### src/rtl/register_bank_32x32_pkg.sv
// Shared sizing, dump FSM state encoding and the byte-merge helper
// used by the register bank and its dump sequencer.
package register_bank_32x32_pkg;

    localparam int unsigned DATA_W     = 32;
    localparam int unsigned NUM_REGS   = 32;
    localparam int unsigned REG_ADDR_W = 5;
    localparam int unsigned BYTES_W    = DATA_W / 8;

    typedef enum logic [1:0] {
        IDLE = 2'd0,
        SEND = 2'd1,
        DONE = 2'd2
    } dump_state_t;

    // Byte-lane merge: lanes with be[i]=1 take new_v, the rest keep old_v.
    function automatic logic [DATA_W-1:0] merge_bytes(
        input logic [DATA_W-1:0]  old_v,
        input logic [DATA_W-1:0]  new_v,
        input logic [BYTES_W-1:0] be
    );
        logic [DATA_W-1:0] res;
        res = old_v;
        for (int unsigned i = 0; i < BYTES_W; i++) begin
            if (be[i]) begin
                res[8*i +: 8] = new_v[8*i +: 8];
            end
        end
        return res;
    endfunction

endpackage

### src/rtl/regbank_dump_fsm.sv
// Handshaked dump sequencer: walks register indices 0..31, one beat per
// accepted transfer, and pulses dump_done after the final beat.
module regbank_dump_fsm
    import register_bank_32x32_pkg::*;
(
    input  logic                  clk,
    input  logic                  reset,
    input  logic                  dump_start,
    input  logic                  dump_ready,
    input  logic [DATA_W-1:0]     capture_data,
    output logic [REG_ADDR_W-1:0] capture_addr,
    output logic                  dump_valid,
    output logic [REG_ADDR_W-1:0] dump_addr,
    output logic [DATA_W-1:0]     dump_data,
    output logic                  dump_busy,
    output logic                  dump_done
);

    localparam logic [REG_ADDR_W-1:0] LAST_ADDR = REG_ADDR_W'(NUM_REGS - 1);

    dump_state_t state;

    // Index whose value is loaded into dump_data on the next capturing edge.
    always_comb begin
        capture_addr = '0;
        if (state == SEND) begin
            capture_addr = dump_addr + 5'd1;
        end
    end

    always_ff @(posedge clk) begin
        if (reset) begin
            state      <= IDLE;
            dump_valid <= 1'b0;
            dump_busy  <= 1'b0;
            dump_done  <= 1'b0;
            dump_addr  <= '0;
            dump_data  <= '0;
        end else begin
            case (state)
                IDLE: begin
                    dump_done <= 1'b0;
                    if (dump_start) begin
                        state      <= SEND;
                        dump_valid <= 1'b1;
                        dump_busy  <= 1'b1;
                        dump_addr  <= '0;
                        dump_data  <= capture_data;
                    end
                end
                SEND: begin
                    if (dump_ready) begin
                        if (dump_addr == LAST_ADDR) begin
                            state      <= DONE;
                            dump_valid <= 1'b0;
                            dump_busy  <= 1'b0;
                            dump_done  <= 1'b1;
                        end else begin
                            dump_addr <= dump_addr + 5'd1;
                            dump_data <= capture_data;
                        end
                    end
                end
                DONE: begin
                    state     <= IDLE;
                    dump_done <= 1'b0;
                end
                default: begin
                    state      <= IDLE;
                    dump_valid <= 1'b0;
                    dump_busy  <= 1'b0;
                    dump_done  <= 1'b0;
                end
            endcase
        end
    end

endmodule

### src/rtl/register_bank_32x32.sv
// 32 x 32-bit register storage with a byte-enabled write port, parallel
// register outputs and a snapshot dump path forwarded from the write port.
module register_bank_32x32
    import register_bank_32x32_pkg::*;
(
    input  logic                  clk,
    input  logic                  reset,
    input  logic                  RegWrite,
    input  logic [REG_ADDR_W-1:0] WriteRegister,
    input  logic [DATA_W-1:0]     WriteData,
    input  logic [BYTES_W-1:0]    ByteEn,
    output logic [DATA_W-1:0]     Reg0,
    output logic [DATA_W-1:0]     Reg1,
    output logic [DATA_W-1:0]     Reg2,
    output logic [DATA_W-1:0]     Reg3,
    output logic [DATA_W-1:0]     Reg4,
    output logic [DATA_W-1:0]     Reg5,
    output logic [DATA_W-1:0]     Reg6,
    output logic [DATA_W-1:0]     Reg7,
    output logic [DATA_W-1:0]     Reg8,
    output logic [DATA_W-1:0]     Reg9,
    output logic [DATA_W-1:0]     Reg10,
    output logic [DATA_W-1:0]     Reg11,
    output logic [DATA_W-1:0]     Reg12,
    output logic [DATA_W-1:0]     Reg13,
    output logic [DATA_W-1:0]     Reg14,
    output logic [DATA_W-1:0]     Reg15,
    output logic [DATA_W-1:0]     Reg16,
    output logic [DATA_W-1:0]     Reg17,
    output logic [DATA_W-1:0]     Reg18,
    output logic [DATA_W-1:0]     Reg19,
    output logic [DATA_W-1:0]     Reg20,
    output logic [DATA_W-1:0]     Reg21,
    output logic [DATA_W-1:0]     Reg22,
    output logic [DATA_W-1:0]     Reg23,
    output logic [DATA_W-1:0]     Reg24,
    output logic [DATA_W-1:0]     Reg25,
    output logic [DATA_W-1:0]     Reg26,
    output logic [DATA_W-1:0]     Reg27,
    output logic [DATA_W-1:0]     Reg28,
    output logic [DATA_W-1:0]     Reg29,
    output logic [DATA_W-1:0]     Reg30,
    output logic [DATA_W-1:0]     Reg31,
    input  logic                  dump_start,
    input  logic                  dump_ready,
    output logic                  dump_valid,
    output logic [REG_ADDR_W-1:0] dump_addr,
    output logic [DATA_W-1:0]     dump_data,
    output logic                  dump_busy,
    output logic                  dump_done
);

    logic [DATA_W-1:0]     regs [NUM_REGS];
    logic                  write_hit;
    logic [REG_ADDR_W-1:0] capture_addr;
    logic [DATA_W-1:0]     capture_data;

    assign write_hit = RegWrite && (WriteRegister != '0);

    always_ff @(posedge clk) begin
        if (reset) begin
            for (int unsigned i = 0; i < NUM_REGS; i++) begin
                regs[i] <= '0;
            end
        end else if (write_hit) begin
            regs[WriteRegister] <= merge_bytes(regs[WriteRegister], WriteData, ByteEn);
        end
    end

    // Snapshot sees the post-write value when the write targets the captured index.
    always_comb begin
        capture_data = regs[capture_addr];
        if (capture_addr == '0) begin
            capture_data = '0;
        end else if (write_hit && (WriteRegister == capture_addr)) begin
            capture_data = merge_bytes(regs[capture_addr], WriteData, ByteEn);
        end
    end

    regbank_dump_fsm u_dump_fsm (
        .clk          (clk),
        .reset        (reset),
        .dump_start   (dump_start),
        .dump_ready   (dump_ready),
        .capture_data (capture_data),
        .capture_addr (capture_addr),
        .dump_valid   (dump_valid),
        .dump_addr    (dump_addr),
        .dump_data    (dump_data),
        .dump_busy    (dump_busy),
        .dump_done    (dump_done)
    );

    assign Reg0  = '0;
    assign Reg1  = regs[1];
    assign Reg2  = regs[2];
    assign Reg3  = regs[3];
    assign Reg4  = regs[4];
    assign Reg5  = regs[5];
    assign Reg6  = regs[6];
    assign Reg7  = regs[7];
    assign Reg8  = regs[8];
    assign Reg9  = regs[9];
    assign Reg10 = regs[10];
    assign Reg11 = regs[11];
    assign Reg12 = regs[12];
    assign Reg13 = regs[13];
    assign Reg14 = regs[14];
    assign Reg15 = regs[15];
    assign Reg16 = regs[16];
    assign Reg17 = regs[17];
    assign Reg18 = regs[18];
    assign Reg19 = regs[19];
    assign Reg20 = regs[20];
    assign Reg21 = regs[21];
    assign Reg22 = regs[22];
    assign Reg23 = regs[23];
    assign Reg24 = regs[24];
    assign Reg25 = regs[25];
    assign Reg26 = regs[26];
    assign Reg27 = regs[27];
    assign Reg28 = regs[28];
    assign Reg29 = regs[29];
    assign Reg30 = regs[30];
    assign Reg31 = regs[31];

endmodule

### config.mk
export PLATFORM = sky130hd
export DESIGN_NAME = register_bank_32x32
export DESIGN_NICKNAME = d
export VERILOG_FILES = /design/src/rtl/register_bank_32x32_pkg.sv /design/src/rtl/regbank_dump_fsm.sv /design/src/rtl/register_bank_32x32.sv
export SDC_FILE = /design/constraint.sdc
export NUM_CORES = 2
export LEC_CHECK = 0
export ABC_CLOCK_PERIOD_IN_PS = 7400
export CAP_MARGIN = 20
export CORE_AREA = 3 3 429 431
export DETAILED_ROUTE_END_ITERATION = 7
export DIE_AREA = 0 0 432 434
export PLACE_DENSITY = 0.52
export RECOVER_POWER = 100
export SYNTH_ARGS = -nofsm -noshare
export SYNTH_HDL_FRONTEND = slang
export SYNTH_SLANG_ARGS = --single-unit
### constraint.sdc
create_clock -name clk -period 7.4 [get_ports clk]
set_input_delay 1.48 -clock clk [delete_from_list [all_inputs] [get_ports clk]]
set_output_delay 1.48 -clock clk [all_outputs]
set_load 0.02 [all_outputs]
### Word level (Yosys, flattened, before mapping)

Memories as Yosys holds them, arrays and structs flattened.
Cells that the tools add are included.

| word-level totals | value |
|---|---|
| register bits after elaboration | 41 |
| latch bits | 0 |
| bits in writable memories | 1024 |
| bits in read-only memories | 0 |
| input port bits | 46 |
| output and inout bits | 1064 |
| word-level logic and storage cells | 80 |
| memories | 1 |

| cells by class | value |
|---|---|
| $add $sub $neg | 1 |
| multiply operators | 0 |
| div/mod/pow operators | 0 |
| $lt $le $gt $ge | 0 |
| eq/ne operators | 12 |
| shifts and indexed selects | 0 |
| muxes and demuxes | 43 |
| bitwise gates (word level) | 2 |
| reductions and logical operators | 16 |

Memory list:

| name | depth | bits a word | rd ports | clocked after memory_dff | wr ports | line | RTL |
|---|---|---|---|---|---|---|---|
| regs | 32 | 32 | 32 | 0 | 32 | register_bank_32x32.sv:53 | `logic [DATA_W-1:0] regs [NUM_REGS];` |

Operators by type and width:

| operator | count |
|---|---|
| $mux W32 | 6 |
| $mux W8 | 16 |
| $pmux W32 S2 | 1 |
| $reduce_or A32 Y1 | 1 |
| $mux W5 | 5 |
| $ne A3 B3 Y1 const B | 4 |
| $pmux W5 S2 | 1 |
| $reduce_and A2 Y1 | 5 |
| $mux W1 | 8 |
| $ne A2 B2 Y1 const B | 4 |
| $reduce_and A4 Y1 | 2 |
| $mux W2 | 3 |
| $add A5 B1 Y5 const B | 1 |
| $eq A5 B5 Y1 | 1 |
| $eq A5 B5 Y1 const B | 1 |
| $logic_not A5 Y1 | 1 |
| $reduce_bool A5 Y1 | 1 |
| $mux W4 | 1 |
| $pmux W2 S2 | 1 |
| $pmux W1 S3 | 1 |
| $reduce_and A3 Y1 | 1 |
| $eq A2 B1 Y1 const B | 1 |
| $eq A2 B2 Y1 const B | 1 |
| $logic_and A1 B1 Y1 | 2 |
| 4 further kinds | 5 |

### Logic depth before layout (Yosys ltp)

| depth | value |
|---|---|
| depth after elaboration | 9 |
| mapped depth | 11 |
| depth with buffers taken out | 9 |

### Modules after synthesis

A second synthesis with hierarchy kept.

| second synthesis, totals | value |
|---|---|
| cells, all modules | 3558 |
| area total of the unflattened synthesis | 50038.0 um^2 |

By module, submodules not included:

| module | times used | cells an instance | area each (um^2) | sequential area each (um^2) |
|---|---|---|---|---|
| register_bank_32x32 | 1 | 3355 | 48268.8 | 30749.5 |
| regbank_dump_fsm | 1 | 203 | 1769.2 | 820.8 |

### Worst setup path before layout

Ideal clock, no wire load.

| timing | value |
|---|---|
| kind | input to register |
| start point | input WriteRegister[3] |
| end point | memory regs[8][10] (enable) |
| setup time | 0.384 ns |
| arrival time | 3.372 ns |
| required time | 7.016 ns |
| slack | 3.644 ns |
| stages | 8 |
| path buffers | 3 |
| cells stage by stage | clkbuf_1 nor3_1 a21boi_1 and2_1 clkbuf_1 nand2_1 clkbuf_1 o21ai_0 |

RTL lines:

| item | line | RTL |
|---|---|---|
| start, declared | register_bank_32x32.sv:9 | `input logic [REG_ADDR_W-1:0] WriteRegister,` |
| end, declared | register_bank_32x32.sv:53 |  |

### Final worst setup path

| timing | value |
|---|---|
| start point | register u_dump_fsm.dump_addr[0] |
| end point | register u_dump_fsm.dump_data[11] |

| on the way | value |
|---|---|
| word-level cells in the longest chain between the ends | 9 |
| elaborated cells on any way between the ends | 16 |
| classes of those cells | add/sub: 1; eq/ne: 3; mux: 8; reduce/logical: 3; memory: 1 |

Ends and longest elaborated chain:

| item | line | RTL |
|---|---|---|
| start, declared | regbank_dump_fsm.sv:13 | `output logic [REG_ADDR_W-1:0] dump_addr,` |
| start signal, assigned | regbank_dump_fsm.sv:59 | `dump_addr <= dump_addr + 5'd1;` |
| $add A5 B1 Y5 | regbank_dump_fsm.sv:27 | `capture_addr = dump_addr + 5'd1;` |
| $mux W5 | regbank_dump_fsm.sv:26 | `if (state == SEND) begin` |
| $mem_v2 Z32 W32 / $eq A5 B5 Y1 (equally long branches) | - |  |
| $mux W8 / $logic_and A1 B1 Y1 (equally long branches) | register_bank_32x32_pkg.sv:25, register_bank_32x32.sv:75 |  |
| $mux W32 | register_bank_32x32.sv:75 | `end else if (write_hit && (WriteRegister == capture_addr)) begin` |
| $mux W32 | register_bank_32x32.sv:73 | `if (capture_addr == '0) begin` |
| $mux W32 | regbank_dump_fsm.sv:53 | `if (dump_addr == LAST_ADDR) begin` |
| $mux W32 | regbank_dump_fsm.sv:52 | `if (dump_ready) begin` |
| $pmux W32 S2 | regbank_dump_fsm.sv:40 | `case (state)` |
| end signal, assigned | regbank_dump_fsm.sv:48 | `dump_data <= capture_data;` |
| end signal, assigned | regbank_dump_fsm.sv:60 | `dump_data <= capture_data;` |
| end, declared | regbank_dump_fsm.sv:14 | `output logic [DATA_W-1:0] dump_data,` |

Several ways; a longest one is shown, not always the timed one. The select of a mux whose other input is x is not followed.
A chain may end at the register's enable or synchronous reset.

==> results.toml <==
[status]
status = "complete, but fails checks"
violations = "capacitance limit, slew limit"

[critical_path]
rrSetupSlack_ps = 1340
crit_path_start_kind = "flip-flop"
reg2reg_depth = 8
worst-path-max-fanout = 64
crit_type = "flip-flop to flip-flop"
r2r-start = "u_dump_fsm.dump_addr[0]$_SDFFE_PP0P_"
arrival_ps = 6570
end_kind = "flip-flop"
crit_required_ps = 7910
r2r-end = "u_dump_fsm.dump_data[11]$_SDFFE_PP0P_"
crit_start = "u_dump_fsm.dump_addr[0]$_SDFFE_PP0P_"

[grt]
grt_max_degree = 177
grt_pass1_vias = 40200
grt_pass1_wl_um = 365000
gr-total-overflow = 0
grt_usage_pct = 28.5
antenna_found_initial = 44

[clock_network]
cts_sinks = 1065
clk_pin_slew_worst_paths_ps = 60
cts-root-buf = "clkbuf_16"
cts_max_level = 4
clk_latency_ps = 800
cts_hold_buf = 0
cts_buffer_depth = 3
cts_buffers = 130
post_cts_buffers = 0
cts_resized = 0
cts_tree = "yes"

[logic_synthesis]
ys_ff_latch = 1065
yosysTopAreaCell = "edfxtp_1"
netlist_instances = 4292
yosys-top-cells-count = "1024 x edfxtp_1, 774 x and2_1, 350 x nor2_1"
synthAdderAreaFrac_pct = 0.0483
synth-xor-area-share_pct = 0.118
synth_top_area_share_pct = 59.3
syn_avg_cell_area_um2 = 12.1
netlist_area_um2 = 51900
synth_compound_gate_area_share_pct = 12.5
synth-seq-area-share_pct = 60.9
synthTopCellsByArea = "edfxtp_1 59%, and2_1 9.3%, o221ai_1 3.9%"
async_flop_share_pct = 0
synth-edff-count = 1024
yosysMostFrequentCell = "edfxtp_1"
synth_ff_type = "edfxtp_1"
ys_types = 73
synth-simple-area-share_pct = 17.0
synth.area.mux_share_pct = 5.26
synth_top_family_by_area = "simple AND/OR/NAND/NOR gates"
ys.warnings.count = 0

[route]
firstDrtPassIters = 7
wl_per_cell_um = 35.9
remaining_drc_errors = 0
drt_iter0_markers = 5737
avgViaCountPerCell = 5.56
wirelength_um = 279000
num_vias = 43200
ant_nets = 0

[hold_path]
whs_endpoint = "u_dump_fsm.dump_data[13]$_SDFFE_PP0P_"
holdPathStages = 2
hold_path.class = "flip-flop to flip-flop"
min-delay-start = "u_dump_fsm.dump_data[13]$_SDFFE_PP0P_"

[sta]
skew_ps = 34.4
fin_crit_ps = 6060
tightestPinTransition_ps = 3430
slew_violations = 181
setup_tns_ps = 0
hold_viol_final = 0
max_freq_mhz = 165
relSlewSlack_pct = -129
rsz0062_at_grt = "no"
fin_crit_sh_pct = 81.9
fin_hold_ws_ps = 480
setup_viol_count_final = 0

[final_layout]
drive_gt1_share_pct = 8.11
register_area_um2 = 31600
multi_input_area_um2 = 18400
n_fill_cell = 17500
fin_nets = 5324
synthToLayoutAreaGrowth_pct = 33.6

[die]
core_um2 = 181000
die_x_um = 432
dieHeight_um = 434
pin_count = 1110
start_util_pct = 28.7
rows = 156
die_area_um2 = 187000

[placed_design]
place_congestion = 0.927
dp_hpwl_um = 208000
io_buffer_count = 1077

[power]
leakage_nw = 22.7
power_density_nw_per_um2 = 235
vdd_ir_drop_max_uv = 215

[flow_run]
maxCapViolations = 4
cell families (layout without fill, tap and decap cells):
group	after synthesis	in the layout
mux	254	254
xor+xnor	7	7
compound gates	825	825
buf+inv	482	1506
flops	1065	1065
other cells	1	77
fa+ha+maj	2	2
simple gates	1656	1656
power breakdown:
group / total (mW) / internal, mW / switching (mW) / leakage [nW]
combinational: 2.26 / 0.744 / 1.52 / 10.5
clock: 6.73 / 4.02 / 2.71 / 2.14
sequential: 7.29 / 6.93 / 0.352 / 10.1
total: 16.3 / 11.7 / 4.58 / 22.7
worst max-delay path, stage by stage, from the launching register on:
cell,delay [ps]
dfxtp_1,1730
ha_4,950
nand3b_1,200
buf_4,240
clkbuf_2,660
nor2_1,1000
o21ai_0,250
a41oi_1,530
a311oi_1,160
flip-flops by register name (all words and copies together), names as in the netlist:
| signal | flops |
|---|---|
| regs | 1024 |
| u_dump_fsm.dump_addr | 5 |
| u_dump_fsm.dump_busy | 1 |
| u_dump_fsm.dump_data | 32 |
| u_dump_fsm.dump_done | 1 |
| u_dump_fsm.state | 2 |
how the worst max path moves through the flow:
stage	to	slack (ps)	depth (start not counted)
3_5_place_dp	regs[27][21]$_SDFFCE_PN0P_	1890	8
2_1_floorplan	regs[8][10]$_SDFFCE_PN0P_	3640	8
6_report	u_dump_fsm.dump_data[11]$_SDFFE_PP0P_	1340	8
5_1_grt	regs[12][12]$_SDFFCE_PN0P_	1260	7
4_1_cts	u_dump_fsm.dump_data[30]$_SDFFE_PP0P_	2270	7
3_3_place_gp	regs[26][17]$_SDFFCE_PN0P_	1970	8
metrics by stage:
stage,util (%),std cells,worst slack [ps],power (mW),instance area (um2)
floorplan,-,4355,3640,8.37,52100
global placement,35.9,7450,1970,9.76,64700
detailed placement,35.9,7450,1890,9.76,64700
CTS,38.3,7685,2270,16.5,69200
global route,38.4,7753,1260,16.7,69300
finish,38.4,7762,1340,16.3,69300
layer usage:
metal  routed length [um]  part of all wire, %  vias to the layer above  GRT usage (%)
met1               110000                   39                    21900           36.3
met2               128000                   46                     2731           45.1
met3                23600                  8.4                      544           5.92
li1                     -                    -                    18000              -
met5                   53                0.019                        -              0
met4                17800                  6.4                        8           16.0
layout by cell type (no fill, tap or decap), types with 124 or more instances in the layout:
cell type,instances
dlygate4sd3_1,1033
edfxtp_1,1024
and2_0,476
nor2_1,347
and2_1,298
nor3_1,261
o221ai_1,232
a2bb2oi_1,227
nand2_1,184
o21ai_0,143
clkbuf_16,138
mux2i_1,135
clkbuf_1,124
final cells by class:
type,instances,area share [%]
diodes,13,0.0469
clock buffers,165,5.19
clock inverters,70,1.23
inverters,16,0.101
multi-input cells,2808,26.6
flip-flops and latches,1065,45.6
well taps,2370,4.28
repair buffers,1255,17.0
No activity file was read; power rests on OpenSTA's default activity.
